## src/rtl/ttt_game_controller.sv

```systemverilog
// Tic-tac-toe game sequencer: owns the board, enforces turns, detects win/draw,
// and auto-plays the lowest empty cell when a player idles past TURN_TIMEOUT.
module ttt_game_controller #(
    parameter int TURN_TIMEOUT = 250_000_000
) (
    input  logic            clk,
    input  logic            rst,
    input  logic            start_i,
    input  logic [3:0]      cell_sel_i,
    input  logic            move_i,
    output logic [8:0][1:0] board_status_o,
    output logic [2:0]      current_screen_o,
    output logic            turn_o,
    output logic            move_err_o
);

    localparam int TW = (TURN_TIMEOUT > 0) ? $clog2(TURN_TIMEOUT + 1) : 1;
    localparam logic [TW-1:0] TLAST =
        TW'((TURN_TIMEOUT > 0) ? TURN_TIMEOUT - 1 : 0);
    localparam logic TEN = (TURN_TIMEOUT > 0);

    typedef enum logic [1:0] {
        S_IDLE,
        S_PLAY,
        S_CHECK,
        S_END
    } state_t;

    state_t          r_state, w_state_n;
    logic [8:0][1:0] r_board, w_board_n;
    logic            r_turn,  w_turn_n;
    logic            r_err,   w_err_n;
    logic [TW-1:0]   r_timer, w_timer_n;
    logic [2:0]      r_result, w_result_n;

    logic            w_sel_ok;
    logic            w_full;
    logic            w_timeout;
    logic            w_place;
    logic [3:0]      w_place_idx;
    logic [3:0]      w_auto_idx;
    logic [1:0]      w_mark;
    logic [2:0]      w_screen;

    function automatic logic f_win(input logic [8:0][1:0] b,
                                   input logic [1:0] m);
        return (b[0] == m && b[1] == m && b[2] == m) ||
               (b[3] == m && b[4] == m && b[5] == m) ||
               (b[6] == m && b[7] == m && b[8] == m) ||
               (b[0] == m && b[3] == m && b[6] == m) ||
               (b[1] == m && b[4] == m && b[7] == m) ||
               (b[2] == m && b[5] == m && b[8] == m) ||
               (b[0] == m && b[4] == m && b[8] == m) ||
               (b[2] == m && b[4] == m && b[6] == m);
    endfunction

    always_comb begin
        w_state_n   = r_state;
        w_board_n   = r_board;
        w_turn_n    = r_turn;
        w_err_n     = 1'b0;
        w_timer_n   = r_timer;
        w_result_n  = r_result;
        w_place     = 1'b0;
        w_place_idx = cell_sel_i;
        w_mark      = r_turn ? 2'b10 : 2'b01;
        w_sel_ok    = 1'b0;
        w_full      = 1'b1;
        w_auto_idx  = 4'd0;
        w_timeout   = TEN && (r_timer == TLAST);

        for (int i = 8; i >= 0; i--) begin
            if (r_board[i] == 2'b00) begin
                w_auto_idx = 4'(i);
                w_full     = 1'b0;
                if (cell_sel_i == 4'(i)) w_sel_ok = 1'b1;
            end
        end

        if (start_i) begin
            w_board_n  = '0;
            w_turn_n   = 1'b0;
            w_timer_n  = '0;
            w_result_n = 3'd0;
            w_state_n  = S_PLAY;
        end else begin
            case (r_state)
                S_PLAY: begin
                    if (move_i && w_sel_ok) begin
                        w_place = 1'b1;
                    end else begin
                        w_err_n = move_i;
                        // A player's own move beats the timer in the same cycle
                        if (w_timeout) begin
                            w_place     = 1'b1;
                            w_place_idx = w_auto_idx;
                        end else if (!move_i && TEN) begin
                            w_timer_n = r_timer + TW'(1);
                        end
                    end
                    if (w_place) w_state_n = S_CHECK;
                end
                S_CHECK: begin
                    if (f_win(r_board, w_mark)) begin
                        w_result_n = r_turn ? 3'd3 : 3'd2;
                        w_state_n  = S_END;
                    end else if (w_full) begin
                        w_result_n = 3'd4;
                        w_state_n  = S_END;
                    end else begin
                        w_turn_n  = ~r_turn;
                        w_timer_n = '0;
                        w_state_n = S_PLAY;
                    end
                end
                default: ;
            endcase
        end

        for (int i = 0; i < 9; i++) begin
            if (w_place && w_place_idx == 4'(i)) w_board_n[i] = w_mark;
        end

        case (r_state)
            S_IDLE:  w_screen = 3'd0;
            S_END:   w_screen = r_result;
            default: w_screen = 3'd1;
        endcase
    end

    always_ff @(posedge clk or posedge rst) begin
        if (rst) begin
            r_state  <= S_IDLE;
            r_board  <= '0;
            r_turn   <= 1'b0;
            r_err    <= 1'b0;
            r_timer  <= '0;
            r_result <= 3'd0;
        end else begin
            r_state  <= w_state_n;
            r_board  <= w_board_n;
            r_turn   <= w_turn_n;
            r_err    <= w_err_n;
            r_timer  <= w_timer_n;
            r_result <= w_result_n;
        end
    end

    assign board_status_o   = r_board;
    assign current_screen_o = w_screen;
    assign turn_o           = r_turn;
    assign move_err_o       = r_err;

endmodule

```

## config.mk

```make
export PLATFORM = sky130hd
export DESIGN_NAME = ttt_game_controller
export DESIGN_NICKNAME = d
export VERILOG_FILES = /design/src/rtl/ttt_game_controller.sv
export SDC_FILE = /design/constraint.sdc
export NUM_CORES = 1
export LEC_CHECK = 0
export CORE_ASPECT_RATIO = 0.75
export CORE_MARGIN = 8
export CORE_UTILIZATION = 60
export CTS_BUF_LIST = sky130_fd_sc_hd__clkbuf_2 sky130_fd_sc_hd__clkbuf_4 sky130_fd_sc_hd__clkbuf_8
export DETAILED_ROUTE_END_ITERATION = 10
export PLACE_DENSITY = 0.94
export SLEW_MARGIN = 20
export SYNTH_ARGS = -nofsm -noshare
export SYNTH_HDL_FRONTEND = slang
export SYNTH_SLANG_ARGS = --single-unit
export TNS_END_PERCENT = 100
```

## constraint.sdc

```tcl
create_clock -name clk -period 4.6 [get_ports clk]
set_clock_uncertainty 0.05 [all_clocks]
set_input_delay 1.38 -clock clk [delete_from_list [all_inputs] [get_ports clk]]
set_output_delay 1.38 -clock clk [all_outputs]
set_load 0.01 [all_outputs]
```

==> results of run 1 <==
worst paths after layout:
kind | start | end | cells after the start
worst min-delay path | r_timer[6] | r_timer[6] | 1
worst min register to register | r_timer[6] | r_timer[6] | 1
max in group asynchronous | rst | board_status_o[7] | 3
worst max-delay path | cell_sel_i[3] | r_timer[23] | 8
min in group asynchronous | rst | board_status_o[0] | 2
worst max register to register | turn_o | r_timer[13] | 8
power groups by stage:
stage / Clock, mW / Sequential [mW] / Combinational, mW
after detailed placement: 0 / 0.497 / 0.132
after global routing: 0.355 / 0.490 / 0.148
after global placement: 0 / 0.496 / 0.128
after floorplan: 0 / 0.493 / 0.0869
final: 0.334 / 0.488 / 0.136
after CTS: 0.335 / 0.487 / 0.133
cell usage in the layout, fill, tap and decap left out, types with 8 or more instances in the layout:
| cell type | instances |
|---|---|
| sky130_fd_sc_hd__nand4_1 | 10 |
| sky130_fd_sc_hd__a21oi_1 | 23 |
| sky130_fd_sc_hd__a22o_1 | 8 |
| sky130_fd_sc_hd__nor3_1 | 13 |
| sky130_fd_sc_hd__o22ai_1 | 8 |
| sky130_fd_sc_hd__dfrtp_1 | 53 |
| sky130_fd_sc_hd__nand2_1 | 38 |
| sky130_fd_sc_hd__inv_1 | 10 |
| sky130_fd_sc_hd__nand2b_1 | 12 |
| sky130_fd_sc_hd__and3_1 | 11 |
| sky130_fd_sc_hd__o21ai_0 | 11 |
| sky130_fd_sc_hd__mux2i_1 | 21 |
| sky130_fd_sc_hd__clkdlybuf4s50_1 | 30 |
| sky130_fd_sc_hd__buf_4 | 9 |
| sky130_fd_sc_hd__a32o_1 | 8 |
| sky130_fd_sc_hd__nand3_1 | 13 |
| sky130_fd_sc_hd__nor2_1 | 40 |
cell usage after synthesis, drive strengths merged (2+ instances only):
cell | number | area share (%)
and4 | 4 | 1.0
mux2i | 22 | 6.5
a2111o | 4 | 1.3
o2bb2ai | 2 | 0.51
clkbuf | 17 | 1.9
a32o | 8 | 2.3
nand3b | 4 | 0.88
nand4 | 10 | 1.8
nor3b | 7 | 1.9
nor3 | 14 | 2.2
or4 | 3 | 0.88
o2111ai | 4 | 1.0
or3b | 2 | 0.51
o221ai | 2 | 0.51
nand2b | 13 | 2.4
a22oi | 3 | 0.66
o21ai | 11 | 1.6
or2 | 5 | 0.91
a31oi | 5 | 0.91
mux4 | 2 | 1.3
nor4 | 3 | 0.55
nand2 | 38 | 4.2
a22o | 8 | 2.0
o22ai | 8 | 1.5
or3 | 6 | 1.1
dfrtp | 53 | 39
nor4b | 4 | 1.0
a21o | 2 | 0.44
nor2b | 5 | 1.1
inv | 11 | 1.2
nand3 | 13 | 1.9
nor2 | 40 | 4.4
a21oi | 24 | 3.8
and3 | 11 | 2.0
and2 | 2 | 0.37
metal layers:
| metal | routed length (um) | part of all wire, % |
|---|---|---|
| met5 | 0 | 0 |
| met4 | 137 | 1.5 |
| met3 | 998 | 11 |
| met2 | 4130 | 44 |
| met1 | 4170 | 44 |
worst reg2reg max path, stage by stage (launching register included):
cell and delay (ps):
sky130_fd_sc_hd__dfrtp_1 810, sky130_fd_sc_hd__inv_1 430, sky130_fd_sc_hd__nor3b_1 340, sky130_fd_sc_hd__o32ai_1 140, sky130_fd_sc_hd__and4_1 310, sky130_fd_sc_hd__o221ai_2 620
sky130_fd_sc_hd__buf_4 350, sky130_fd_sc_hd__a21oi_1 100, sky130_fd_sc_hd__o21ai_0 240
cells by family after synthesis:
logic type,after synthesis,share of synthesized area [%]
compound gates,92,19.9
xor+xnor,1,0.256
fa+ha+maj,1,0.365
buf+inv,29,3.18
flops,53,38.7
mux,24,7.86
simple gates,186,29.7
registers in the layout, indices dropped and copies added (netlist names):
signal,flops
r_timer,28
board_status_o,18
r_result,3
r_state,2
move_err_o,1
turn_o,1
through the flow:
step                instance area (um2)  hold slack (ps)  utilization [%]
CTS                                3960              453             72.7
finish                             3960              453             72.7
detailed placement                 3830              440             70.5
global placement                   3830              428             70.5
global route                       3960              471             72.7
floorplan                          3420              415                -
area by class of cell:
type | count | area (um2) | area share (%)
Tap cell | 75 | 93.8 | 2.37
Multi-Input combinational cell | 304 | 2000 | 50.6
Timing Repair Buffer | 39 | 368 | 9.30
Inverter | 12 | 45.0 | 1.14
Clock inverter | 2 | 37.5 | 0.949
Sequential cell | 53 | 1330 | 33.5
Clock buffer | 6 | 82.6 | 2.09
==> results.txt, run 1 <==
----------------------------------------------------
[Status]
  Result of the run ... finished, final reports clean

[Synth]
  Post-synth EDFFs ... 0
  Syn Area/Cell ... 8.87 um2
  Synthesized cell area ... about 3400 um2
  Sequential-to-total area share from yosys stat ... between 30 and 40%
  Flip-flop cell with the highest count after synthesis ... sky130_fd_sc_hd__dfrtp_1
  Flops & latches, synth ... 53
  Gate Count Post-Synth ... between 300 and 400
  Count of different cell masters after synthesis ... slightly below 60
  Fraction of registers with async set/reset ... between 90% and 100%
  Net Count, Synth ... just under 400
  Syn. warnings ... 0

[Critical path]
  Endpoint arrival time on the critical path ... around 4200 ps
  Setup slack of the worst register-to-register path ... around 1100 ps
  Category of the critical setup timing path ... in -> reg
  Maximum fanout encountered on the critical timing path ... 16
  Critical Path Sink Type ... register
  Critical path's largest stage delay ... between 400 and 500 ps
  Data required time at the worst endpoint ... about 4700 ps
  Critical path's slowest cell ... sky130_fd_sc_hd__mux4_2
  Largest delay contributor family on the critical path ... simple AND/OR/NAND/NOR gates
  Buf/Inv on CP ... 1
  Critical Path Start Type ... input pin
  CP cell instances ... clkdlybuf4s50_1, o21bai_1, mux4_2, and3b_1, nor3_1, o221ai_2, and3_1, or3_1

[Power]
  Maximum resistive drop on vdd ... 0.000181 V
  Share of power burned in the clock network ... 34.9%
  Power Total ... about 0.96 mW
  Power density of the placed cells ... between 200 and 250 nW/um2
  Cell internal pwr ... approximately 0.70 mW
  Logic gate share of total power ... 14.2%
  Switching share of power ... a little over a quarter
  Leakage ... 1.55 nW
  Total net switching power ... approximately 0.26 mW
  Sequential group share of total power ... between 50% and 60%

[Detailed routing]
  Via-per-instance ratio ... slightly below 7
  Number of iterations in the first detailed-routing pass ... 5
  Total via count in the routed design ... 3351
  Total Routed Length ... 9430 um
  Number of DRC markers in iteration 0 ... 296
  Drt wl/cell ... approximately 19 um
  Final routed DRC violation total ... 0
  Routed Antenna Nets ... 0

[Global routing]
  Global route overflow ... 0
  Routing usage on met3 ... under 10%
  All-layer global routing usage ... 23.3%
  Met1 track demand over resource in global routing ... approximately a third
  Layer with the highest usage after global routing ... met2
  GR Util met2 ... 34.3%
  Antenna violations before repair ... 0
  Wire length of the first global-routing pass ... between 15000 and 20000 um
  Pin count of the biggest net entering global routing ... 29
  Number of global-route vias before repair ... 3074

[Timing]
  Final setup slack of the worst path ... roughly 580 ps
  Slew Limit Fails ... 0
  Post-layout min period ... about 4000 ps
  Hold Fails Final Rpt ... 0
  Count of final setup violators ... 0
  Transition time at the pin with the least slew margin ... about 760 ps
  Worst slew slack as a fraction of its limit ... roughly 49%
  Maximum operating frequency ... around 250 MHz
  Setup repair after global routing missed its margin ... false
  Summed negative setup slack over all endpoints ... 0 ps
  Final worst-path cycle share ... around 87%

[CTS]
  Post-CTS setup-driven buffer insertion count ... 0
  CTS root buf ... sky130_fd_sc_hd__clkbuf_8
  CTS buffer count ... 5
  Count of hold-fix buffers inserted at cts ... 0
  Clock transition at the registers of the reported paths ... ~100 ps
  Number of H-tree branching levels ... 2
  Post-CTS sizing ... 0
  Worst-Skew Late Latency ... 320 ps
  Max Root-Sink Buffers ... 2
  CTS sink count ... 53
  CTS tree ... built

[Final layout]
  Non-filler instance count after layout ... just under 500
  Area growth from synthesis to layout ... 15.5%
  Total number of nets in the final design ... 424
  Share of cells above drive strength 1 ... under 10%
  Antenna Cells ... 0
  Total of fill cells in the finished design ... ~380

[Place]
  HPWL after detailed placement ... approximately 6800 um
  Gpl congestion ... between 0.9 and 1
  Worst-case setup slack after placement ... about 330 ps
  Quantity of I/O buffers inserted on ports ... 30
  Total instance count after detailed placement ... around 480

[Die]
  Die boundary width ... about 100 um
  Die Ht ... 81.4 um
  Number of I/O pins ... 31
  Die Outline Area ... between 8000 and 9000 um2
  Initial cell density of the core ... 63.0%
  Core area ... approximately 5400 um2
  Standard-cell rows ... 23

[Min path]
  Hold crit path type ... reg -> reg

[Job]
  Maxcap violations ... 0

----------------------------------------------------
Power figures use the tool's default switching activity.
==> run 2, diff against run 1 <==
--- a/config.mk
+++ b/config.mk
@@ -10,6 +10,7 @@
 export CORE_UTILIZATION = 60
 export CTS_BUF_LIST = sky130_fd_sc_hd__clkbuf_2 sky130_fd_sc_hd__clkbuf_4 sky130_fd_sc_hd__clkbuf_8
 export DETAILED_ROUTE_END_ITERATION = 10
+export MAX_ROUTING_LAYER = met4
 export PLACE_DENSITY = 0.94
 export SLEW_MARGIN = 20
 export SYNTH_ARGS = -nofsm -noshare
==> run 2 against run 1 <==
  * Core utilization shrank 0.25 points
  * Critical path depth is the same
  * Critical path type unchanged
  * Highest routed layer unchanged
  * Non-clock buffer count grew 2
==> results.txt, run 2 (same netlist as run 1, synthesis figures left out) <==
----------------------------------------------------
[Detailed routing]
  Total via count in the routed design ... 3377 (+0.78%)
  Routed Antenna Nets ... 0 (unchanged)
  Drt wl/cell ... 19.5 um (+1.6%)
  Number of DRC markers in iteration 0 ... 470 (+59%)
  Final routed DRC violation total ... 0 (unchanged)
  Via-per-instance ratio ... 6.85 (+0.37%)
  Number of iterations in the first detailed-routing pass ... 6 (+1)
  Total Routed Length ... 9620 um (+2.0%)

[Die]
  Core area ... 5440 um2 (unchanged)
  Initial cell density of the core ... 63.0% (unchanged)
  Die Outline Area ... 8410 um2 (unchanged)
  Number of I/O pins ... 31 (unchanged)
  Die Ht ... 81.4 um (unchanged)
  Die boundary width ... 103 um (unchanged)
  Standard-cell rows ... 23 (unchanged)

[Final layout]
  Total number of nets in the final design ... 426 (+0.47%)
  Register area ... 1330 um2 (unchanged)
  Most flops, register ... r_timer
  Total of fill cells in the finished design ... 407 (+6.3%)
  Area growth from synthesis to layout ... 15.1%
  Max reg flops ... 28 (unchanged)
  Antenna Cells ... 0 (unchanged)
  Share of cells above drive strength 1 ... 9.57% (+0.43 points)
  Commonest non-fill, non-tap cells in the layout ... sky130_fd_sc_hd__dfrtp_1 (53), sky130_fd_sc_hd__nor2_1 (40), sky130_fd_sc_hd__nand2_1 (38)
  Most common library cell in the layout ignoring fill and taps ... sky130_fd_sc_hd__dfrtp_1
  Total area of multi-input combinational cells ... 2000 um2 (unchanged)

[Power]
  Logic gate share of total power ... 15.6% (+1.4 points)
  Power density of the placed cells ... 229 nW/um2 (-5.6%)
  Power Total ... 0.901 mW (-6.0%)
  Total net switching power ... 0.261 mW (+1.3%)
  Maximum resistive drop on vdd ... 0.000199 V (+9.6%)
  Leakage ... 1.54 nW (-0.48%)
  Cell internal pwr ... 0.640 mW (-8.6%)
  Share of power burned in the clock network ... 30.3% (-4.6 points)
  Sequential group share of total power ... 54.2% (+3.3 points)
  Switching share of power ... 29.0% (+2.1 points)

[Timing]
  Count of final setup violators ... 0 (unchanged)
  Hold Fails Final Rpt ... 0 (unchanged)
  Setup repair after global routing missed its margin ... false
  Summed negative setup slack over all endpoints ... 0 ps (unchanged)
  Post-route worst hold slack ... 467 ps (+14.2 ps)
  Worst slew slack as a fraction of its limit ... 52.4% (+2.9 points)
  Final setup slack of the worst path ... 685 ps (+104 ps)
  Maximum operating frequency ... 255 MHz (+2.7%)
  Post-layout min period ... 3920 ps (-104 ps)
  Transition time at the pin with the least slew margin ... 713 ps (-44.8 ps)
  Final worst-path cycle share ... 85.1% (-2.3 points)
  Slew Limit Fails ... 0 (unchanged)

[CTS]
  CTS tree ... built
  Number of H-tree branching levels ... 2 (unchanged)
  CTS root buf ... sky130_fd_sc_hd__clkbuf_8
  Clock transition at the registers of the reported paths ... 100 ps (about the same)
  Post-CTS setup-driven buffer insertion count ... 0 (unchanged)
  Post-CTS sizing ... 0 (unchanged)
  Max Root-Sink Buffers ... 2 (unchanged)
  CTS buffer count ... 5 (unchanged)
  Count of hold-fix buffers inserted at cts ... 0 (unchanged)
  Worst-Skew Late Latency ... 310 ps (about the same)
  CTS sink count ... 53 (unchanged)

[Job]
  Maxcap violations ... 0 (unchanged)

[Global routing]
  Wire length of the first global-routing pass ... 16100 um (+3.8%)
  Pin count of the biggest net entering global routing ... 35 (+21%)
  All-layer global routing usage ... 25.3% (+2.0 points)
  Number of global-route vias before repair ... 3120 (+1.5%)
  Antenna violations before repair ... 0 (unchanged)
  Global route overflow ... 0 (unchanged)

[Critical path]
  Critical Path Sink Type ... register
  Critical Path Start Type ... input pin
  Critical path's largest stage delay ... 580 ps (+90 ps)
  CP cell instances ... clkdlybuf4s50_1, mux4_2, and3b_1, nor3_1, o221ai_2, buf_4, a2111o_1, nand2_1
  Critical path's slowest cell ... sky130_fd_sc_hd__clkdlybuf4s50_1
  Maximum fanout encountered on the critical timing path ... 11 (-5)
  Data required time at the worst endpoint ... 4800 ps (+60 ps)
  Endpoint arrival time on the critical path ... 4120 ps (-40 ps)
  Category of the critical setup timing path ... in -> reg

[Place]
  Quantity of I/O buffers inserted on ports ... 30 (unchanged)
  Gpl congestion ... 0.943 (-2.7%)
  Worst-case setup slack after placement ... 408 ps (+74.7 ps)
  HPWL after detailed placement ... 6970 um (+2.5%)

[Status]
  Result of the run ... finished, final reports clean

[Min path]
  Hold crit path type ... reg -> reg

----------------------------------------------------
run 2: final timing paths:
check	startpoint	endpoint	cells after the start	slack [ps]
max	cell_sel_i[0]	r_timer[24]	8	680
min	r_result[1]	r_result[1]	2	470
max reg2reg	r_state[1]	board_status_o[9]	7	1310
min reg2reg	r_result[1]	r_result[1]	2	470
max in group asynchronous	rst	move_err_o	3	2320
min in group asynchronous	rst	board_status_o[2]	2	1450
run 2: power by group through the flow:
stage	clock (mW)	sequential [mW]	combinational (mW)
2_1_floorplan	0	0.493	0.0869
3_3_place_gp	0	0.496	0.132
3_5_place_dp	0	0.497	0.136
4_1_cts	0.276	0.487	0.138
5_1_grt	0.297	0.490	0.153
6_report	0.273	0.488	0.140
run 2: layout make-up:
class / count / area share (%)
clock inverters: 2 / 0.381
multi-input cells: 304 / 50.8
inverters: 12 / 1.14
flip-flops and latches: 53 / 33.7
repair buffers: 41 / 9.71
well taps: 75 / 2.38
clock buffers: 6 / 1.94
run 2: worst max-delay path: cells and delay by family:
family / cells / cell delay, ps
buffers and inverters: 2 / 830
AOI/OAI and AO/OA: 2 / 690
muxes: 1 / 560
and+or+nand+nor: 3 / 660
run 2: per-stage QoR:
step / area, um2 / utilization, % / instances
2_1_floorplan: 3420 / - / 386
3_3_place_gp: 3850 / 70.8 / 485
3_5_place_dp: 3850 / 70.8 / 485
4_1_cts: 3940 / 72.5 / 493
5_1_grt: 3940 / 72.5 / 493
6_report: 3940 / 72.5 / 493
run 2: per-layer routing:
metal / routed length [um] / GRT usage (%)
met5: 0 / -
met2: 4190 / 35.4
met4: 238 / 9.64
met3: 1260 / 6.08
met1: 3930 / 34.6
